**config.mk**
```make
export PLATFORM = sky130hd
export DESIGN_NAME = mux_select_sequencer
export DESIGN_NICKNAME = d
export VERILOG_FILES = /design/src/rtl/mux_select_sequencer_pkg.sv /design/src/rtl/mux_select_sequencer_rr_pick.sv /design/src/rtl/mux_select_sequencer.sv
export SDC_FILE = /design/constraint.sdc
export NUM_CORES = 1
export LEC_CHECK = 0
export ABC_AREA = 0
export BUFFER_PORTS_ARGS = -buffer_cell sky130_fd_sc_hd__buf_2
export CAP_MARGIN = 20
export CORE_ASPECT_RATIO = 1.4
export CORE_UTILIZATION = 50
export DETAILED_ROUTE_END_ITERATION = 8
export PLACE_DENSITY = 0.82
export SLEW_MARGIN = 20
export SYNTH_ARGS = -nofsm -noshare
export SYNTH_HDL_FRONTEND = slang
export SYNTH_HIERARCHICAL = 1
export SYNTH_SLANG_ARGS = --single-unit
```
**constraint.sdc**
```tcl
create_clock -name clk -period 3.3 [get_ports clk]
set_input_delay 0.66 -clock clk [delete_from_list [all_inputs] [get_ports clk]]
set_output_delay 0.66 -clock clk [all_outputs]
set_load 0.03 [all_outputs]
```
**src/rtl/mux_select_sequencer_pkg.sv**
```systemverilog
// Shared definitions for the mux select sequencer.
// Holds the FSM state encoding, the channel count, the select width and a
// helper that turns a channel index into a one-hot grant vector.
package mux_select_sequencer_pkg;

  localparam int NUM_CH = 4;
  localparam int SEL_W  = 2;

  typedef enum logic [1:0] {
    IDLE,
    GRANT,
    GAP
  } state_t;

  function automatic logic [NUM_CH-1:0] onehot(input logic [SEL_W-1:0] idx);
    logic [NUM_CH-1:0] v;
    v      = '0;
    v[idx] = 1'b1;
    return v;
  endfunction

endpackage

```
**src/rtl/mux_select_sequencer_rr_pick.sv**
```systemverilog
// Combinational round-robin winner search.
// Ports:
//   req    [3:0] in  per-channel request vector
//   last   [1:0] in  most recently granted channel
//   found        out at least one request bit is set
//   winner [1:0] out first set request at or after last+1, wrapping
module rr_pick
  import mux_select_sequencer_pkg::*;
(
  input  logic [NUM_CH-1:0] req,
  input  logic [SEL_W-1:0]  last,
  output logic              found,
  output logic [SEL_W-1:0]  winner
);

  always_comb begin : search
    logic [SEL_W-1:0] idx;
    found  = 1'b0;
    winner = '0;
    idx    = '0;
    // The 2-bit add wraps naturally, so k=NUM_CH revisits last itself.
    for (int k = 1; k <= NUM_CH; k++) begin
      idx = last + SEL_W'(k);
      if (!found && req[idx]) begin
        found  = 1'b1;
        winner = idx;
      end
    end
  end

endmodule

```
**src/rtl/mux_select_sequencer.sv**
```systemverilog
// Round-robin select sequencer for a downstream 4:1 mux.
// A grant is held for at most HOLD_CYCLES cycles, or until done is pulsed or
// the granted channel drops its request. Every grant is followed by one
// dead cycle so the downstream mux breaks before it makes.
// Ports:
//   clk        in   rising-edge clock
//   rst_n      in   asynchronous active-low reset
//   req  [3:0] in   per-channel request
//   done       in   consumer finished early, releases current grant
//   cntrl1     out  select MSB (registered)
//   cntrl2     out  select LSB (registered)
//   sel_valid  out  select lines carry a live grant (registered)
//   grant[3:0] out  one-hot grant, zero when sel_valid=0 (registered)
module mux_select_sequencer
  import mux_select_sequencer_pkg::*;
#(
  parameter int HOLD_CYCLES = 4
) (
  input  logic              clk,
  input  logic              rst_n,
  input  logic [NUM_CH-1:0] req,
  input  logic              done,
  output logic              cntrl1,
  output logic              cntrl2,
  output logic              sel_valid,
  output logic [NUM_CH-1:0] grant
);

  state_t           state;
  logic [7:0]       cnt;
  logic [SEL_W-1:0] last_granted;
  logic             found;
  logic [SEL_W-1:0] winner;
  logic             release_now;

  rr_pick u_pick (
    .req    (req),
    .last   (last_granted),
    .found  (found),
    .winner (winner)
  );

  // Any combination of release causes collapses into a single transition.
  assign release_now = (cnt == 8'(HOLD_CYCLES)) || done || !req[{cntrl1, cntrl2}];

  always_ff @(posedge clk or negedge rst_n) begin
    if (!rst_n) begin
      state        <= IDLE;
      cntrl1       <= 1'b0;
      cntrl2       <= 1'b0;
      sel_valid    <= 1'b0;
      grant        <= '0;
      cnt          <= '0;
      last_granted <= SEL_W'(NUM_CH - 1);
    end else begin
      case (state)
        IDLE, GAP: begin
          if (found) begin
            state            <= GRANT;
            {cntrl1, cntrl2} <= winner;
            sel_valid        <= 1'b1;
            grant            <= onehot(winner);
            cnt              <= 8'd1;
            // Pointer moves once per grant, at grant entry.
            last_granted     <= winner;
          end else begin
            state <= IDLE;
          end
        end
        GRANT: begin
          if (release_now) begin
            state     <= GAP;
            sel_valid <= 1'b0;
            grant     <= '0;
            cnt       <= '0;
          end else begin
            cnt <= cnt + 8'd1;
          end
        end
        default: state <= IDLE;
      endcase
    end
  end

endmodule

```
After elaboration in Yosys (flattened, before gate mapping)
Cells that the tools add are included.

Equality and inequality tests: 5. Reductions and logical operators: 16. Add/sub/neg operators: 4. Multiplexer cells: 32. Magnitude comparators: 7.

Operators by type and width (number): $lt 2x3->1 const B (6); $mux 8 (2); $pmux 8 s2 (1); $mux 1 (13); $bmux 1 s2 (5); $mux 2 (5); $add 8x1->8 const B (1); $eq 8x3->1 const B (1); $mux 4 (2); $pmux 4 s2 (1); $add 2x2->2 const B (2); $logic_and 1x1->1 (4); $logic_not 1->1 (4); $ne 2x2->1 const B (2); $pmux 2 s2 (1); $reduce_and 2->1 (2); $reduce_and 3->1 (1); $add 2x1->2 const B (1); $demux 1 s2 (1); $eq 2x1->1 const B (1); $eq 2x2->1 const B (1); $ge 2x1->1 const B (1); $logic_not 2->1 (1); $logic_or 1x1->1 (2); other kinds (3) (3).

Input port bits: 7. Word-level logic and storage cells: 71. Register bits after elaboration: 19. Output and inout bits: 7.

Logic depth before layout (Yosys ltp)
Depth in word-level cells: 19. Gate-level depth with buffers: 7. Depth with buffers taken out: 6.

Cells and area by module
Netlist, hierarchy kept.

Modules (own cells, without submodules): mux_select_sequencer (area an instance 900.9 sq um, instances 1, cells each 86); rr_pick (area an instance 91.3 sq um, instances 1, cells each 14).

Worst setup path before layout
OpenSTA, ideal clock, no wires.

Path kind: in2reg. From: in req[3]. To: reg cnt[7]. Path slack: 1.496 ns. Required time: 3.206 ns. Data arrival time: 1.710 ns. Cell stages on the path: 7. Path buffers: 1. Setup time: 0.094 ns. Path through: nor2_1 nand2_1 nor2b_1 clkbuf_1 o211ai_1 or3_1 a211oi_1.

Word-level cells in the longest chain between the ends: 14.

RTL lines: start: declaration (RTL line mux_select_sequencer.sv:21) `input logic [NUM_CH-1:0] req,`; $bmux 1 s2 (RTL line mux_select_sequencer_rr_pick.sv:24) `if (!found && req[idx]) begin`; $mux 1 (implied by the code) (RTL line mux_select_sequencer_rr_pick.sv:24); $mux 1 (RTL line mux_select_sequencer_rr_pick.sv:24); $logic_not 1->1 (RTL line mux_select_sequencer_rr_pick.sv:24); $logic_and 1x1->1 (RTL line mux_select_sequencer_rr_pick.sv:24); $mux 1 (RTL line mux_select_sequencer_rr_pick.sv:24); $logic_not 1->1 (RTL line mux_select_sequencer_rr_pick.sv:24); $logic_and 1x1->1 (RTL line mux_select_sequencer_rr_pick.sv:24); $mux 1 (RTL line mux_select_sequencer_rr_pick.sv:24); $logic_not 1->1 (RTL line mux_select_sequencer_rr_pick.sv:24); $logic_and 1x1->1 (RTL line mux_select_sequencer_rr_pick.sv:24); $mux 1 * (RTL line mux_select_sequencer_rr_pick.sv:24); via found (RTL line mux_select_sequencer.sv:32) `logic found;`; $ne 2x2->1 (no source line) *; $reduce_and 2->1 (no source line) *; end signal: assignment (RTL line mux_select_sequencer.sv:77) `cnt <= cnt + 8'd1;`; end: declaration (RTL line mux_select_sequencer.sv:30) `logic [7:0] cnt;`.

Mark *: on every way through the listed nets, which the timed path passes. The rest lies on a longest branch. The select of a mux whose other input is x is not followed. A chain may end at the register's enable or synchronous reset.

Worst setup path after layout
From: reg cnt[0]. To: reg cnt[5].

Word-level cells in the longest chain between the ends: 5.

RTL lines: parallel branches: the longest is 3 deep, another holds $add 8x1->8; $mux 8 * (RTL line mux_select_sequencer.sv:71) `if (release_now) begin`; $pmux 8 s2 * (RTL line mux_select_sequencer.sv:56) `case (state)`.

Mark *: on every way between the ends.

==> run summary <==
Share of Yosys cell area claimed by the top area cell type -> 42.9%
Number of synthesized register bits -> 19
Mean area per synthesized cell -> 9.92 um2
Top cells by count, synth -> 19 x nand2_1, 17 x dfrtp_1, 6 x inv_1, 6 x nand2b_1
Yosys top cell by area -> dfrtp_1
Post_cts resized -> 0
Final min period -> 1830 ps
Worst relative slew slack -> 64.3%
Area Growth Syn to Fin -> 11.1%
Fin Setup TNS -> 0 ps
Slowest cell on the critical path -> or4b_4
Worst Setup Start Kind -> flop
Antenna violations before repair -> 0
# IOs -> 14
Area after DPL -> 1070 um2
Crit-path max cell delay -> 460 ps
Drt first pass iters -> 4
Vias in the first global route -> 782
Via count -> 804
CTS tree -> built
CP Data Required Time -> 3490 ps
Largest fanout on the critical path -> 8
Outcome -> complete, no violations
Final Wtd Congestion -> 0.853
Total power -> 0.000922 W
Worst hold path type -> input port to asynchronous set/reset pin
Worst EP arrival -> 2020 ps
Tightest Pin Transition -> 536 ps
WP buf/inv -> 1
Final setup violating endpoints -> 0
RSZ-0062 raised after global routing -> false
Clock Sinks -> 19
Largest cells by area after synthesis -> dfrtp_1 43%, nand2_1 7.2%, dfstp_2 5.3%
First-pass GRT wire length -> 3.08 mm
Final period util -> 55.6%
# DRC -> 0
CTS Hold Bufs -> 0
Post-route cell area -> 1100 um2
Vias/cell -> 5.96
Top_reg_cell synth -> dfrtp_1
Post-synthesis cell count -> 100
Clock Skew -> 2.39 ps
Starting Density -> 54.4%
Total nets after synthesis -> 109
Mean routed wirelength per cell -> 14.3 um
GRT overflow -> 0
Die width -> 39.7 um
Port Buffers -> 13
Net count reported at finish -> 125
Worst-path clk slew -> 100 ps
Iteration-0 DRC Markers -> 16
Post-route ant nets -> 0
Pins Over Slew Limit -> 0
Post-synth cell types -> 33
Largest net degree at the start of global routing -> 20
Max-cap violations -> 0
GRT Overall Usage -> 21.3%
Peak VDD IR -> 0.415 mV
Height of the die -> 54.7 um
Share of layout cells above drive strength 1 -> 22.6%
H-Tree Depth -> 1
DRT Wirelength -> 1.94 mm
Crit-path cells -> inv_1 > ha_1 > or4b_4 > o2111a_2 > a41oi_1 > a31oi_1
CTS Buffer Depth -> 2
Antenna cells -> 0
Critical Setup Path Class -> flop to flop
Pwr Density -> 837 nW/um2
Total CTS buffers -> 3
Critical Path End Type -> flop
Placeable Area -> 1820 um2
Sequential area share after synthesis -> 48.2%
Cell Area, Synth -> 992 um2
Leak -> 0.519 nW
Most common cell in the netlist -> nand2_1
Peak Freq -> 545 MHz
Worst-Skew Late Latency -> 300 ps
# rows -> 18
Warnings from Yosys -> 6
Root buffer cell -> clkbuf_4
Die area -> 2170 um2
Number of synthesized flops with an enable pin -> 0
Final Hold Fails -> 0
Post-CTS Setup Bufs -> 0
Post-DP HPWL -> 1.45 mm
Crit path max-delay family -> compound AO/OA/AOI/OAI gates
Post-synth ARST share -> 100%
-- layer usage --
| layer | track usage (%) | share of wire [%] |
|---|---|---|
| met2 | 37.7 | 52 |
| met1 | 22.4 | 43 |
| met4 | 11.5 | 2.1 |
| met5 | 0 | 0 |
| met3 | 4.88 | 3.1 |
-- power breakdown --
group | leakage (nW) | total [W] | switching (W) | internal, W
combinational | 0.259 | 0.000433 | 0.000279 | 0.000154
sequential | 0.242 | 0.000373 | 0.0000581 | 0.000315
clock | 0.0177 | 0.000116 | 0.0000709 | 0.0000453
-- worst paths after layout --
kind,to,slack [ps],cells after the start,from
setup / recovery,cnt[5],1470,6,cnt[0]
hold / removal,grant[2],270,1,rst_n
setup reg to reg,cnt[5],1470,6,cnt[0]
hold reg to reg,last_granted[0],490,2,last_granted[0]
max in group asynchronous,last_granted[1],2700,1,rst_n
min in group clk,last_granted[0],490,2,last_granted[0]
-- area by class of cell --
type                            instances  area (um2)
Tap cell                               20        25.0
Sequential cell                        19         478
Multi-Input combinational cell         73         484
Clock inverter                          1        5.00
Clock buffer                            3        22.5
Timing Repair Buffer                   13        65.1
Inverter                                6        22.5
Fill cell                             145         722
-- placed cells by master (no fill, tap or decap) --
| cell type | synthesis | routed |
|---|---|---|
| o221ai_2 | 1 | 1 |
| xor2_1 | 2 | 2 |
| or3_1 | 1 | 1 |
| or3b_2 | 1 | 1 |
| a211oi_1 | 2 | 2 |
| o32ai_1 | 4 | 4 |
| nor2b_1 | 2 | 2 |
| a21oi_2 | 1 | 1 |
| nand2_1 | 19 | 19 |
| ha_1 | 2 | 2 |
| or4b_4 | 1 | 1 |
| mux4_2 | 1 | 1 |
| o211ai_1 | 1 | 1 |
| nor3_1 | 2 | 2 |
| clkbuf_4 | 0 | 3 |
| nand2b_1 | 6 | 6 |
| and3_1 | 2 | 2 |
| dfrtp_1 | 17 | 17 |
| mux2i_1 | 1 | 1 |
| o2111a_2 | 1 | 1 |
| nor2_4 | 1 | 1 |
| o21ai_0 | 4 | 4 |
| and2b_1 | 1 | 1 |
| a31oi_1 | 4 | 4 |
| nor2_1 | 3 | 3 |
| a41oi_1 | 1 | 1 |
| o2111ai_1 | 1 | 1 |
| dfstp_2 | 2 | 2 |
| clkinv_2 | 0 | 1 |
| or2b_1 | 2 | 2 |
| buf_2 | 0 | 13 |
| inv_1 | 6 | 6 |
| o211a_1 | 1 | 1 |
| nand3_1 | 1 | 1 |
| a21oi_1 | 4 | 4 |
-- logic make-up after synthesis --
group | share of synthesized area [%]
AOI/OAI and AO/OA | 18.8
and+or+nand+nor | 22.4
DFF | 48.2
xor gates and xnor gates | 1.77
muxes | 3.28
buffers and inverters | 3.03
adders and majority gates | 2.52
-- flip-flops by register name, indices dropped and copies added, names as in the netlist --
register / count
sel_valid: 1
cntrl1: 1
cnt: 8
state: 2
grant: 4
cntrl2: 1
last_granted: 2
-- stage by stage --
stage               hold WS, ps  setup slack, ps  utilization (%)  cells
global route                291             1300             60.4    135
detailed placement          479             1140             58.9    131
global placement            475             1250             58.9    131
CTS                         283             1470             60.4    135
finish                      273             1470             60.4    135
floorplan                   364             1500                -    100
Power figures use the tool's default switching activity.
